`src/rtl/clk_rst_seq_pkg.sv`:
```
// Shared types for the BLDC clock/reset sequencer: state encoding, stage bit
// positions and the stage-release mask helper.
package clk_rst_seq_pkg;

    typedef enum logic [2:0] {
        HOLD  = 3'd0,
        REL0  = 3'd1,
        REL1  = 3'd2,
        REL2  = 3'd3,
        RUN   = 3'd4,
        FAULT = 3'd7
    } seq_state_e;

    localparam int STG_CLKDIV = 0;
    localparam int STG_HALL   = 1;
    localparam int STG_PWM    = 2;

    // Active-low stage reset pattern driven while in a given state
    function automatic logic [2:0] stage_mask(input seq_state_e s);
        logic [2:0] m;
        m = 3'b000;
        case (s)
            REL0: m[STG_CLKDIV] = 1'b1;
            REL1: begin
                m[STG_CLKDIV] = 1'b1;
                m[STG_HALL]   = 1'b1;
            end
            REL2, RUN: begin
                m[STG_CLKDIV] = 1'b1;
                m[STG_HALL]   = 1'b1;
                m[STG_PWM]    = 1'b1;
            end
            default: m = 3'b000;
        endcase
        return m;
    endfunction

endpackage

```
`src/rtl/tick_divider.sv`:
```
// Free-running clock-enable generator: one-cycle tick every DIV enabled cycles,
// count held at zero while disabled.
module tick_divider #(
    parameter int DIV = 32
) (
    input  logic clk,
    input  logic rst,
    input  logic en,
    output logic tick
);

    localparam int            W    = $clog2(DIV);
    localparam logic [W-1:0] LAST = W'(DIV - 1);

    logic [W-1:0] cnt_r;
    logic         tick_r;

    // Count enabled cycles and pulse on the wrap
    always_ff @(posedge clk or negedge rst) begin
        if (!rst) begin
            cnt_r  <= {W{1'b0}};
            tick_r <= 1'b0;
        end else if (!en) begin
            cnt_r  <= {W{1'b0}};
            tick_r <= 1'b0;
        end else if (cnt_r == LAST) begin
            cnt_r  <= {W{1'b0}};
            tick_r <= 1'b1;
        end else begin
            cnt_r  <= cnt_r + W'(1);
            tick_r <= 1'b0;
        end
    end

    assign tick = tick_r;

endmodule

```
`src/rtl/clk_rst_sequencer.sv`:
```
// Power-up / run-time reset sequencer and tick generator for the BLDC controller.
// Define SEQ_WATCHDOG_EN to add the kick_i watchdog that forces FAULT in RUN.
module clk_rst_sequencer
    import clk_rst_seq_pkg::*;
#(
    parameter int HOLD_CYCLES = 16,
    parameter int STAGE_GAP   = 8,
    parameter int PWM_DIV     = 32,
    parameter int HALL_DIV    = 256
`ifdef SEQ_WATCHDOG_EN
    ,
    parameter int WDOG_CYCLES = 1024
`endif
) (
    input  logic       clk,
    input  logic       rst,
    input  logic       fault_i,
    input  logic       restart_i,
`ifdef SEQ_WATCHDOG_EN
    input  logic       kick_i,
`endif
    output logic [2:0] stage_rst_o,
    output logic       pwm_tick_o,
    output logic       hall_tick_o,
    output logic       ready_o,
    output logic       fault_o,
    output logic [2:0] state_o
);

    localparam int                CNT_MAX   = (HOLD_CYCLES > STAGE_GAP) ? HOLD_CYCLES : STAGE_GAP;
    localparam int                CNT_W     = $clog2(CNT_MAX);
    localparam logic [CNT_W-1:0] HOLD_LAST = CNT_W'(HOLD_CYCLES - 1);
    localparam logic [CNT_W-1:0] GAP_LAST  = CNT_W'(STAGE_GAP - 1);

    seq_state_e       state_r;
    logic [CNT_W-1:0] cnt_r;
    logic [2:0]       stage_rst_r;
    logic             ready_r;
    logic             fault_r;
    logic             fault_s;
    logic             run_en_s;

`ifdef SEQ_WATCHDOG_EN
    localparam int             WD_W    = $clog2(WDOG_CYCLES);
    localparam logic [WD_W-1:0] WD_LAST = WD_W'(WDOG_CYCLES - 1);

    logic [WD_W-1:0] wdog_cnt_r;
    logic            wdog_trip_s;

    // Watchdog counts RUN cycles since entry or the last kick
    always_ff @(posedge clk or negedge rst) begin
        if (!rst) begin
            wdog_cnt_r <= {WD_W{1'b0}};
        end else if ((state_r != RUN) || kick_i) begin
            wdog_cnt_r <= {WD_W{1'b0}};
        end else begin
            wdog_cnt_r <= wdog_cnt_r + WD_W'(1);
        end
    end

    // Trip when this cycle would complete WDOG_CYCLES without a kick
    always_comb begin
        wdog_trip_s = 1'b0;
        if ((state_r == RUN) && !kick_i && (wdog_cnt_r == WD_LAST)) begin
            wdog_trip_s = 1'b1;
        end else begin
            wdog_trip_s = 1'b0;
        end
    end

    assign fault_s = fault_i | wdog_trip_s;
`else
    assign fault_s = fault_i;
`endif

    // Dividers drop out on the faulting edge so a coincident tick is suppressed
    assign run_en_s = (state_r == RUN) && !fault_s;

    // Sequencer FSM with registered outputs decoded from the next state
    always_ff @(posedge clk or negedge rst) begin
        if (!rst) begin
            state_r     <= HOLD;
            cnt_r       <= {CNT_W{1'b0}};
            stage_rst_r <= 3'b000;
            ready_r     <= 1'b0;
            fault_r     <= 1'b0;
        end else if (fault_s) begin
            state_r     <= FAULT;
            cnt_r       <= {CNT_W{1'b0}};
            stage_rst_r <= 3'b000;
            ready_r     <= 1'b0;
            fault_r     <= 1'b1;
        end else begin
            case (state_r)
                HOLD: begin
                    if (cnt_r == HOLD_LAST) begin
                        state_r     <= REL0;
                        cnt_r       <= {CNT_W{1'b0}};
                        stage_rst_r <= stage_mask(REL0);
                    end else begin
                        cnt_r <= cnt_r + CNT_W'(1);
                    end
                end
                REL0: begin
                    if (cnt_r == GAP_LAST) begin
                        state_r     <= REL1;
                        cnt_r       <= {CNT_W{1'b0}};
                        stage_rst_r <= stage_mask(REL1);
                    end else begin
                        cnt_r <= cnt_r + CNT_W'(1);
                    end
                end
                REL1: begin
                    if (cnt_r == GAP_LAST) begin
                        state_r     <= REL2;
                        cnt_r       <= {CNT_W{1'b0}};
                        stage_rst_r <= stage_mask(REL2);
                    end else begin
                        cnt_r <= cnt_r + CNT_W'(1);
                    end
                end
                REL2: begin
                    if (cnt_r == GAP_LAST) begin
                        state_r     <= RUN;
                        cnt_r       <= {CNT_W{1'b0}};
                        stage_rst_r <= stage_mask(RUN);
                        ready_r     <= 1'b1;
                    end else begin
                        cnt_r <= cnt_r + CNT_W'(1);
                    end
                end
                RUN: begin
                    state_r <= RUN;
                end
                FAULT: begin
                    if (restart_i) begin
                        state_r     <= HOLD;
                        cnt_r       <= {CNT_W{1'b0}};
                        stage_rst_r <= stage_mask(HOLD);
                        fault_r     <= 1'b0;
                    end else begin
                        state_r <= FAULT;
                    end
                end
                default: begin
                    state_r     <= FAULT;
                    cnt_r       <= {CNT_W{1'b0}};
                    stage_rst_r <= 3'b000;
                    ready_r     <= 1'b0;
                    fault_r     <= 1'b1;
                end
            endcase
        end
    end

    tick_divider #(.DIV(PWM_DIV)) u_pwm_div (
        .clk  (clk),
        .rst  (rst),
        .en   (run_en_s),
        .tick (pwm_tick_o)
    );

    tick_divider #(.DIV(HALL_DIV)) u_hall_div (
        .clk  (clk),
        .rst  (rst),
        .en   (run_en_s),
        .tick (hall_tick_o)
    );

    assign stage_rst_o = stage_rst_r;
    assign ready_o     = ready_r;
    assign fault_o     = fault_r;
    assign state_o     = state_r;

endmodule
```
`config.mk`:
```
export PLATFORM = sky130hd
export DESIGN_NAME = clk_rst_sequencer
export DESIGN_NICKNAME = d
export VERILOG_FILES = /design/src/rtl/clk_rst_seq_pkg.sv /design/src/rtl/tick_divider.sv /design/src/rtl/clk_rst_sequencer.sv
export SDC_FILE = /design/constraint.sdc
export NUM_CORES = 1
export LEC_CHECK = 0
export ABC_CLOCK_PERIOD_IN_PS = 2600
export CORE_UTILIZATION = 52
export DETAILED_ROUTE_END_ITERATION = 10
export PLACE_DENSITY = 0.71
export SYNTH_ARGS = -nofsm -noshare
export SYNTH_HDL_FRONTEND = slang
export SYNTH_HIERARCHICAL = 1
export SYNTH_SLANG_ARGS = --single-unit
```
`constraint.sdc`:
```
create_clock -name clk -period 2.6 [get_ports clk]
set_clock_uncertainty 0.2 [all_clocks]
set_input_delay 0.52 -clock clk [delete_from_list [all_inputs] [get_ports clk]]
set_output_delay 0.52 -clock clk [all_outputs]
set_load 0.1 [all_outputs]
```
## After elaboration in Yosys (flattened, before gate mapping)

Index checks and enable logic that the tools add are counted.

| cells by class | value |
|---|---|
| muxes and demuxes | 30 |
| multiply operators | 0 |
| $add $sub $neg | 3 |
| div/mod/pow operators | 0 |
| order comparisons | 0 |
| equality and inequality tests | 18 |
| shift-type cells | 0 |
| bitwise logic cells | 0 |
| reductions and logical operators | 12 |

Operators by type and width:

| operator | count |
|---|---|
| $mux 3 | 9 |
| $pmux 3 s6 | 1 |
| $mux 4 | 4 |
| $mux 8 | 2 |
| $pmux 4 s4 | 1 |
| $ne 3x3->1 const B | 5 |
| $pmux 3 s5 | 1 |
| $mux 5 | 2 |
| $reduce_or 5->1 | 2 |
| $add 8x1->8 const B | 1 |
| $eq 8x8->1 const B | 1 |
| $mux 1 | 8 |
| $eq 3x2->1 const B | 2 |
| $eq 3x3->1 const B | 2 |
| $reduce_and 2->1 | 3 |
| $add 5x1->5 const B | 1 |
| $eq 5x5->1 const B | 1 |
| $reduce_and 5->1 | 1 |
| $add 4x1->4 const B | 1 |
| $eq 4x3->1 const B | 1 |
| $eq 4x4->1 const B | 1 |
| $ne 2x1->1 const B | 2 |
| $pmux 1 s2 | 2 |
| $reduce_and 4->1 | 1 |
| 8 further kinds | 8 |

| storage, ports and cells | value |
|---|---|
| bits of input ports | 4 |
| memory bits (read-only) | 0 |
| bits in writable memories | 0 |
| latch bits | 0 |
| logic and storage cells | 72 |
| bits in registers | 27 |
| memories kept | 0 |
| output and inout port bits | 10 |

## Depth between registers and ports, before layout

| logic depth | value |
|---|---|
| word-level depth | 4 |
| mapped depth | 6 |
| depth with buffers taken out | 5 |

## Cells and area by module

Netlist, hierarchy kept.

Modules (own cells, without submodules):

| module | area each (um2) | cells each | sequential area each (um2) | times used |
|---|---|---|---|---|
| clk_rst_sequencer | 673.1 | 71 | 300.3 | 1 |
| tick_divider (u_hall_div) | 414.1 | 41 | 225.2 | 1 |
| tick_divider (u_pwm_div) | 259.0 | 20 | 150.1 | 1 |

## Worst setup path before layout

Ideal clock, no wire load.

| timing path | value |
|---|---|
| path kind | register to register |
| from | register state_r[0], in the netlist state_o[0] |
| to | register u_hall_div.cnt_r[5] |
| period minus slack after synthesis | 2.669 ns |
| arrival | 2.373 ns |
| stages on the path, launching flop included | 7 |
| buffers on the path | 1 |
| setup time | 0.096 ns |
| setup slack | -0.069 ns |
| path through | dfrtp_1 buf_6 or2_4 nor2_1 clkinv_1 or4_1 o31ai_1 |

| between the ends | value |
|---|---|
| word-level cells in the longest chain between the ends | 3 |

RTL lines:

| what | line | text |
|---|---|---|
| from (decl) | clk_rst_sequencer.sv:35 | `seq_state_e state_r;` |
| from (signal assigned) | clk_rst_sequencer.sv:82 | `state_r <= HOLD;` |
| from (signal assigned) | clk_rst_sequencer.sv:88 | `state_r <= FAULT;` |
| from (signal assigned) | clk_rst_sequencer.sv:97 | `state_r <= REL0;` |
| $eq 3x3->1 | clk_rst_sequencer.sv:77 | `assign run_en_s = (state_r == RUN) && !fault_s;` |
| $logic_and 1x1->1 | clk_rst_sequencer.sv:77 |  |
| net run_en_s | clk_rst_sequencer.sv:41 | `logic run_en_s;` |
| $mux 8 | tick_divider.sv:23 | `end else if (!en) begin` |
| to (signal assigned) | tick_divider.sv:21 | `cnt_r <= {W{1'b0}};` |
| to (signal assigned) | tick_divider.sv:24 | `cnt_r <= {W{1'b0}};` |
| to (signal assigned) | tick_divider.sv:27 | `cnt_r <= {W{1'b0}};` |
| to (decl) | tick_divider.sv:15 | `logic [W-1:0] cnt_r;` |

The timed path passes the listed nets, and every way through them passes these cells.
A chain may end at the register's enable or synchronous reset.

## Worst setup path after layout

| timing path | value |
|---|---|
| from | register state_r[2], in the netlist state_o[2] |
| to | output port state_o[2] |

RTL lines:

| what | line | text |
|---|---|---|
| to (decl) | clk_rst_sequencer.sv:27 | `output logic [2:0] state_o` |

No word-level cell between the ends.

==> results.sh <==
export IMPL_outcome="finished clean"
export IMPL_ir_drop_uv=385
export IMPL_cts_resized=0
export IMPL_ys_types=43
export IMPL_crit_required_ns=1.88
export IMPL_worst_ep_arrival_time_ns=1.29
export IMPL_critPathKind="register to primary output"
export IMPL_diodes=0
export IMPL_slowest_delay_ns=0.61
export IMPL_synth_warnings=6
export IMPL_insertion_delay_ns=0.32
export IMPL_wire_per_inst_um=13.4
export IMPL_final_layout_size_suffix_gt1_share_pct=18.8
export IMPL_power_leakage_nw=0.669
export IMPL_cts_path_max_buffers=2
export IMPL_ff_latch_area_um2=677
export IMPL_area_delta_synth_final_pct=12.9
export IMPL_grt_pass1_vias=935
export IMPL_synth_edf_count=0
export IMPL_critPathBufInv=1
export IMPL_cts_tree="built"
export IMPL_critPathMaxFanout=14
export IMPL_cp_slowest_cell="dfrtp_1"
export IMPL_synth_nets=140
export IMPL_syn_inst=132
export IMPL_die_w_um=52.9
export IMPL_critPathTopFamily="flip-flops"
export IMPL_die_h_um=52.9
export IMPL_cp_cell_sequence="buf_4"
export IMPL_period_share_pct=77.5
export IMPL_initial_utilization_pct=54.8
export IMPL_portBuffers=13
export IMPL_drt_total_wl_mm=2.39
export IMPL_ys_async_sr_fraction_pct=100
export IMPL_slew_viol_final=0
export IMPL_drtIter0Drc=11
export IMPL_yosysSeqAreaShare_pct=50.2
export IMPL_layout_commonest_cell="dfrtp_1"
export IMPL_grt_max_degree=28
export IMPL_cp_start_kind="register"
export IMPL_rsz0062_at_grt="no"
export IMPL_drc=0
export IMPL_power_density_nw_per_um2=509
export IMPL_synth_avg_cell_area_um2=10.2
export IMPL_clk_pin_slew_ns=0.15
export IMPL_grt_overflow=0
export IMPL_setup_violations=0
export IMPL_dp_slack_ns=0.338
export IMPL_grt_pass1_wl_mm=4.09
export IMPL_multi_input_area_um2=629
export IMPL_io_pins=14
export IMPL_ys_flop_type="dfrtp_1"
export IMPL_clock_sinks=27
export IMPL_viasPerCell=5.63
export IMPL_fin_crit_ns=2.01
export IMPL_worst_slew_pin_slew_ns=0.398
export IMPL_fin_nets=158
export IMPL_place_gp_congestion=0.696
export IMPL_htreeDepth=1
export IMPL_via_count=1007
export IMPL_fillers=220
export IMPL_design_core_area_um2=2450
export IMPL_antenna_found_initial=0
export IMPL_fmax_mhz=496
export IMPL_slew_headroom_pct=73.5
export IMPL_grt_total_usage_pct=19.9
export IMPL_hp_class="register to register"
export IMPL_die_area_um2=2800
export IMPL_tns_ns=0
export IMPL_maxCapViolCount=0
export IMPL_first_pass_iters=4
export IMPL_critPathCaptureType="primary output"
export IMPL_std_cell_rows=18
export IMPL_cts_root_buf="clkbuf_4"
export IMPL_dp_hpwl_mm=1.75
export IMPL_synth_area_um2=1350
export IMPL_final_cell_mix="dfrtp_1, buf_4, nand2_1"
export IMPL_setup_slack_ns=0.586
export IMPL_cts_buffers_inserted=3
export IMPL_synth_seq_cells=27
export IMPL_holdBufCountCts=0
export IMPL_detail_route_antenna_nets=0
export IMPL_hold_viol=0
export IMPL_cts_setup_buffers=0
==> logic make-up (layout without fill, tap and decap cells) <==
logic type      after synthesis  count (layout)  synth area share, %
compound gates               33              33                 16.1
flops                        27              27                 50.2
buf+inv                       7              24                 3.07
simple gates                 56              56                 23.6
mux                           1               1                0.744
fa+ha+maj                     4               4                 3.72
xor+xnor                      4               4                 2.60
==> layer usage <==
layer	global-route usage, %	wire length, µm	part of all wire [%]	vias to the layer above
met5	0	0	0	-
met4	5.26	10	0.42	0
met3	2.59	61	2.6	2
met2	32.9	1130	47	11
met1	27.3	1190	50	478
li1	-	-	-	516
==> cells in the mapped netlist (2+ instances only) <==
cell type / n / share of area, %
dfrtp_1: 27 / 50
buf_6: 2 / 1.7
nor2_1: 8 / 2.2
o21ai_0: 6 / 2.2
nand3_1: 7 / 2.6
a21oi_1: 8 / 3.0
nand2_1: 11 / 3.1
o22ai_1: 2 / 0.93
or4_1: 2 / 1.1
or3_1: 3 / 1.4
nand2_2: 2 / 0.93
a31oi_1: 4 / 1.9
xnor2_1: 2 / 1.3
or2b_1: 2 / 1.1
and2_2: 3 / 1.7
nor3_1: 4 / 1.5
ha_1: 4 / 3.7
xor2_1: 2 / 1.3
o21bai_1: 3 / 1.7
nand2b_1: 3 / 1.4
inv_1: 2 / 0.56
nor4b_1: 2 / 1.3
a22o_1: 2 / 1.3
nand3b_1: 2 / 1.1
==> where the power goes <==
group | switching (W) | leakage [nW] | total (W) | internal, W
combinational | 0.000101 | 0.295 | 0.000138 | 0.0000375
clock | 0.000124 | 0.0139 | 0.000183 | 0.0000587
sequential | 0.0000223 | 0.360 | 0.000453 | 0.000431
total | 0.000247 | 0.669 | 0.000774 | 0.000527
==> path summary, 6_finish.rpt <==
| path | cells past startpoint | to | slack [ns] | start |
|---|---|---|---|---|
| hold / removal | 1 | u_pwm_div/cnt_r[0] | 0.27 | u_pwm_div/cnt_r[0] |
| setup / recovery | 1 | state_o[2] | 0.59 | state_o[2] |
| hold reg to reg | 1 | u_pwm_div/cnt_r[0] | 0.27 | u_pwm_div/cnt_r[0] |
| min in group asynchronous | 2 | u_pwm_div/cnt_r[0] | 0.34 | rst |
| setup reg to reg | 5 | u_hall_div/cnt_r[5] | 0.66 | state_o[1] |
| max in group asynchronous | 2 | state_o[0] | 1.59 | rst |
==> state kept, by name, summed over array words and instances (netlist names) <==
name / flops
cnt_r: 4
fault_o: 1
ready_o: 1
stage_rst_o: 3
state_o: 3
u_hall_div/cnt_r: 8
u_hall_div/tick: 1
u_pwm_div/cnt_r: 5
u_pwm_div/tick: 1
==> stage by stage <==
stage	area, µm²	power [W]	utilization [%]	hold WS (ns)	std cells
2_1_floorplan	1350	0.000567	-	0.0244	132
3_3_place_gp	1490	0.000598	60.7	0.246	175
3_5_place_dp	1490	0.000601	60.7	0.256	175
4_1_cts	1520	0.000788	61.9	0.276	179
5_1_grt	1520	0.000815	61.9	0.304	179
6_report	1520	0.000774	61.9	0.271	179
==> layout make-up <==
type	count	area share [%]
clock inverter	1	0.494
sequential	27	44.5
clock buffer	3	1.48
inverter	3	0.741
timing repair buffer	17	8.89
multi-input combinational	98	41.4
tap	30	2.47
Power figures use the tool's default switching activity.
==> RTL change (same settings) <==
The option `SEQ_WATCHDOG_EN` is turned on by a define.
--- a/src/rtl/clk_rst_sequencer.sv
+++ b/src/rtl/clk_rst_sequencer.sv
@@ -1,5 +1,7 @@
 // Power-up / run-time reset sequencer and tick generator for the BLDC controller.
 // Define SEQ_WATCHDOG_EN to add the kick_i watchdog that forces FAULT in RUN.
+`define SEQ_WATCHDOG_EN
+
 module clk_rst_sequencer
     import clk_rst_seq_pkg::*;
 #(
Interface: changed (added kick_i); port bits go from 14 to 15. No check against the original RTL was run, so the function may have changed too.
==> RTL change against the unedited design <==
  * Sequential cell count is 10 higher
  * Combinational power is 36% higher
  * Total power is 79% higher
  * Largest power group is now clock
  * Critical path depth is 7 higher
  * Worst setup slack worse by 0.42 ns
  * Highest routed layer unchanged
  * Area after synthesis is 42% higher
  * Cell area is 49% higher
  * Utilization is 3.8 points higher
  * Die area is 40% higher
  * Largest cell class is now multi-input gates
  * Wire length is 63% higher
  * Final cell count is 46% higher
==> RTL change: results (changes against the unedited design) <==
Logic synthesis
The count of different cell masters after synthesis is 52 (+21%). The synthesized netlist net count is 203 (+45%). The proportion of synthesized chip area in sequential cells is 0.4840 (-0.01788). The per-instance average area after synthesis was 9.912 sq um (-2.8%). In the synthesized netlist, the cells that appear most often are dfrtp_1, nor2_1, nand2_1. The yosys synthesis warning count is 6 (unchanged).

The fraction of registers with async set or reset after synthesis is 1.000 (unchanged). Sorting the synthesized cells by area gives the leading types as dfrtp_1, nor2_1, xor2_1, a21oi_1, nand2_1.

Global routing
The global-route wire length before repair is 6851 microns (+67%). The total track usage is 0.2261 (+0.02706). The pin count of the biggest net entering global routing is 38 (+36%). The initial antenna violation count is 0 (unchanged). The via count of the first global-routing pass came to 1511 (+62%).

Worst setup path
The data arrival time of the worst path was 2.45 ns (+1.16 ns). The kind of cell with the highest combined delay along the critical path is simple AND/OR/NAND/NOR gates. The source of the worst register-to-register timing path is wdog_cnt_r[0]. The category of the critical setup timing path is register to register. The highest fanout seen on the critical path is 5 (-9).

The stage delay of the slowest cell on the critical path is 0.53 ns (-0.08 ns). The slowest stage of the critical path is the or4_1 cell.

Clocking
The total clock buffers created by CTS came to 5 (+2). The maximum level of the CTS H-tree was 2 (+1). The latest clock arrival within the worst-skew pair is 0.30 ns (-0.02 ns). The number of resized instances in the post-cts repair step is 0 (unchanged). The clock transition at the register clock pins on the worst setup and hold paths after CTS is 0.08 ns (-0.07 ns). The number of buffers on the longest clock path is 2 (unchanged).

The number of buffers inserted by post-CTS setup repair is 0 (unchanged). The tree is rooted in a clkbuf_8.

Power and ir drop
The internal power contribution was 1.028 mW (+95%). The maximum VDD drop is 437.5 uV (+14%). The portion of total power attributed to sequential cells is 0.429 (-0.156). The static power due to leakage came to 0.9902 nW (+48%).

The combinational gate power is 0.188 mW (+36%).

Status
The flow ran to the end, and the final reports show no timing, DRC or antenna violations.

Placed design
The count of input and output buffers is 14 (+1). The routability-driven placement congestion ratio was 0.8259 (+19%). The post-detailed-placement half-perimeter wirelength is 2696 microns (+54%). The cell count after placement is 254 (+45%). The pre-CTS setup slack was -0.01174 ns (-0.3497 ns).

Hold path
In this run the most critical hold path is launched from u_pwm_div/cnt_r[0]. The path class of the tightest hold or removal check is register to register.

Final layout
The final net count was 225 (+42%). The number of diodes is 0 (unchanged). The proportion of layout cells with a drive suffix above 1 is 0.1991 (+0.01115).

The number of fill cells in the layout is 262 (+19%). The largest registers in the layout are wdog_cnt_r: 10 flops, u_hall_div/cnt_r: 8 flops, u_pwm_div/cnt_r: 5 flops.

Route
The final routed wire length divided by cell count is 14.83 microns (+11%). The number of DRC markers in iteration 0 came to 138 (+127). The detailed-routing iteration count for the pre-antenna-repair pass is 4 (unchanged). The residual DRC count is 0 (unchanged). The total detailed-routing wirelength is 3886 microns (+63%). The detailed-route vias per instance is 5.840 (+3.8%).

Floorplan
The number of core rows is 21 (+3).

Timing
The worst slew margin relative to its limit came to 0.6973 (-0.03765).
[RTL change: logic make-up (layout without fill, tap and decap cells)]
kind of cell | Yosys count | count (layout) | share of synthesized area
and+or+nand+nor | 79 | 79 | 0.2211
DFF | 37 | 37 | 0.4840
buffers and inverters | 11 | 34 | 0.02420
adders and majority gates | 5 | 5 | 0.03270
AOI/OAI and AO/OA | 45 | 45 | 0.1622
xor gates and xnor gates | 13 | 13 | 0.05952
muxes | 3 | 3 | 0.01635
[RTL change: cell type report]
cell class              count  area share
flip-flops and latches     37      0.4118
well taps                  46     0.02543
clock inverters             3     0.03040
clock buffers               5     0.03040
inverters                   3    0.005528
multi-input cells         145      0.4157
repair buffers             23     0.08071
[RTL change: path summary, 6_finish.rpt]
| kind | endpoint | slack (ns) | cells past startpoint |
|---|---|---|---|
| min | u_pwm_div/cnt_r[0] | 0.28 | 1 |
| max reg2reg | u_hall_div/cnt_r[5] | 0.16 | 8 |
| min reg2reg | u_pwm_div/cnt_r[0] | 0.28 | 1 |
| max in group asynchronous | state_o[2] | 1.41 | 2 |
| min in group asynchronous | wdog_cnt_r[8] | 0.43 | 2 |
| max | u_hall_div/cnt_r[5] | 0.16 | 8 |
[RTL change: stage by stage]
step | setup TNS [ns] | area (sq um) | hold slack [ns] | total power [mW]
final | 0 | 2263 | 0.2814 | 1.388
after global routing | 0 | 2263 | 0.2981 | 1.449
after CTS | 0 | 2263 | 0.2847 | 1.401
after detailed placement | -0.03224 | 2126 | 0.2742 | 0.7944
after global placement | 0 | 2126 | 0.2417 | 0.7909
after floorplan | 0 | 1921 | 0.02441 | 0.7368
[RTL change: per-layer routing]
layer	routed length, microns	vias up	track usage
li1	-	740	-
met1	1707	745	0.2867
met2	1987	38	0.3641
met3	147	7	0.06569
met4	44	0	0.08721
met5	0	-	0
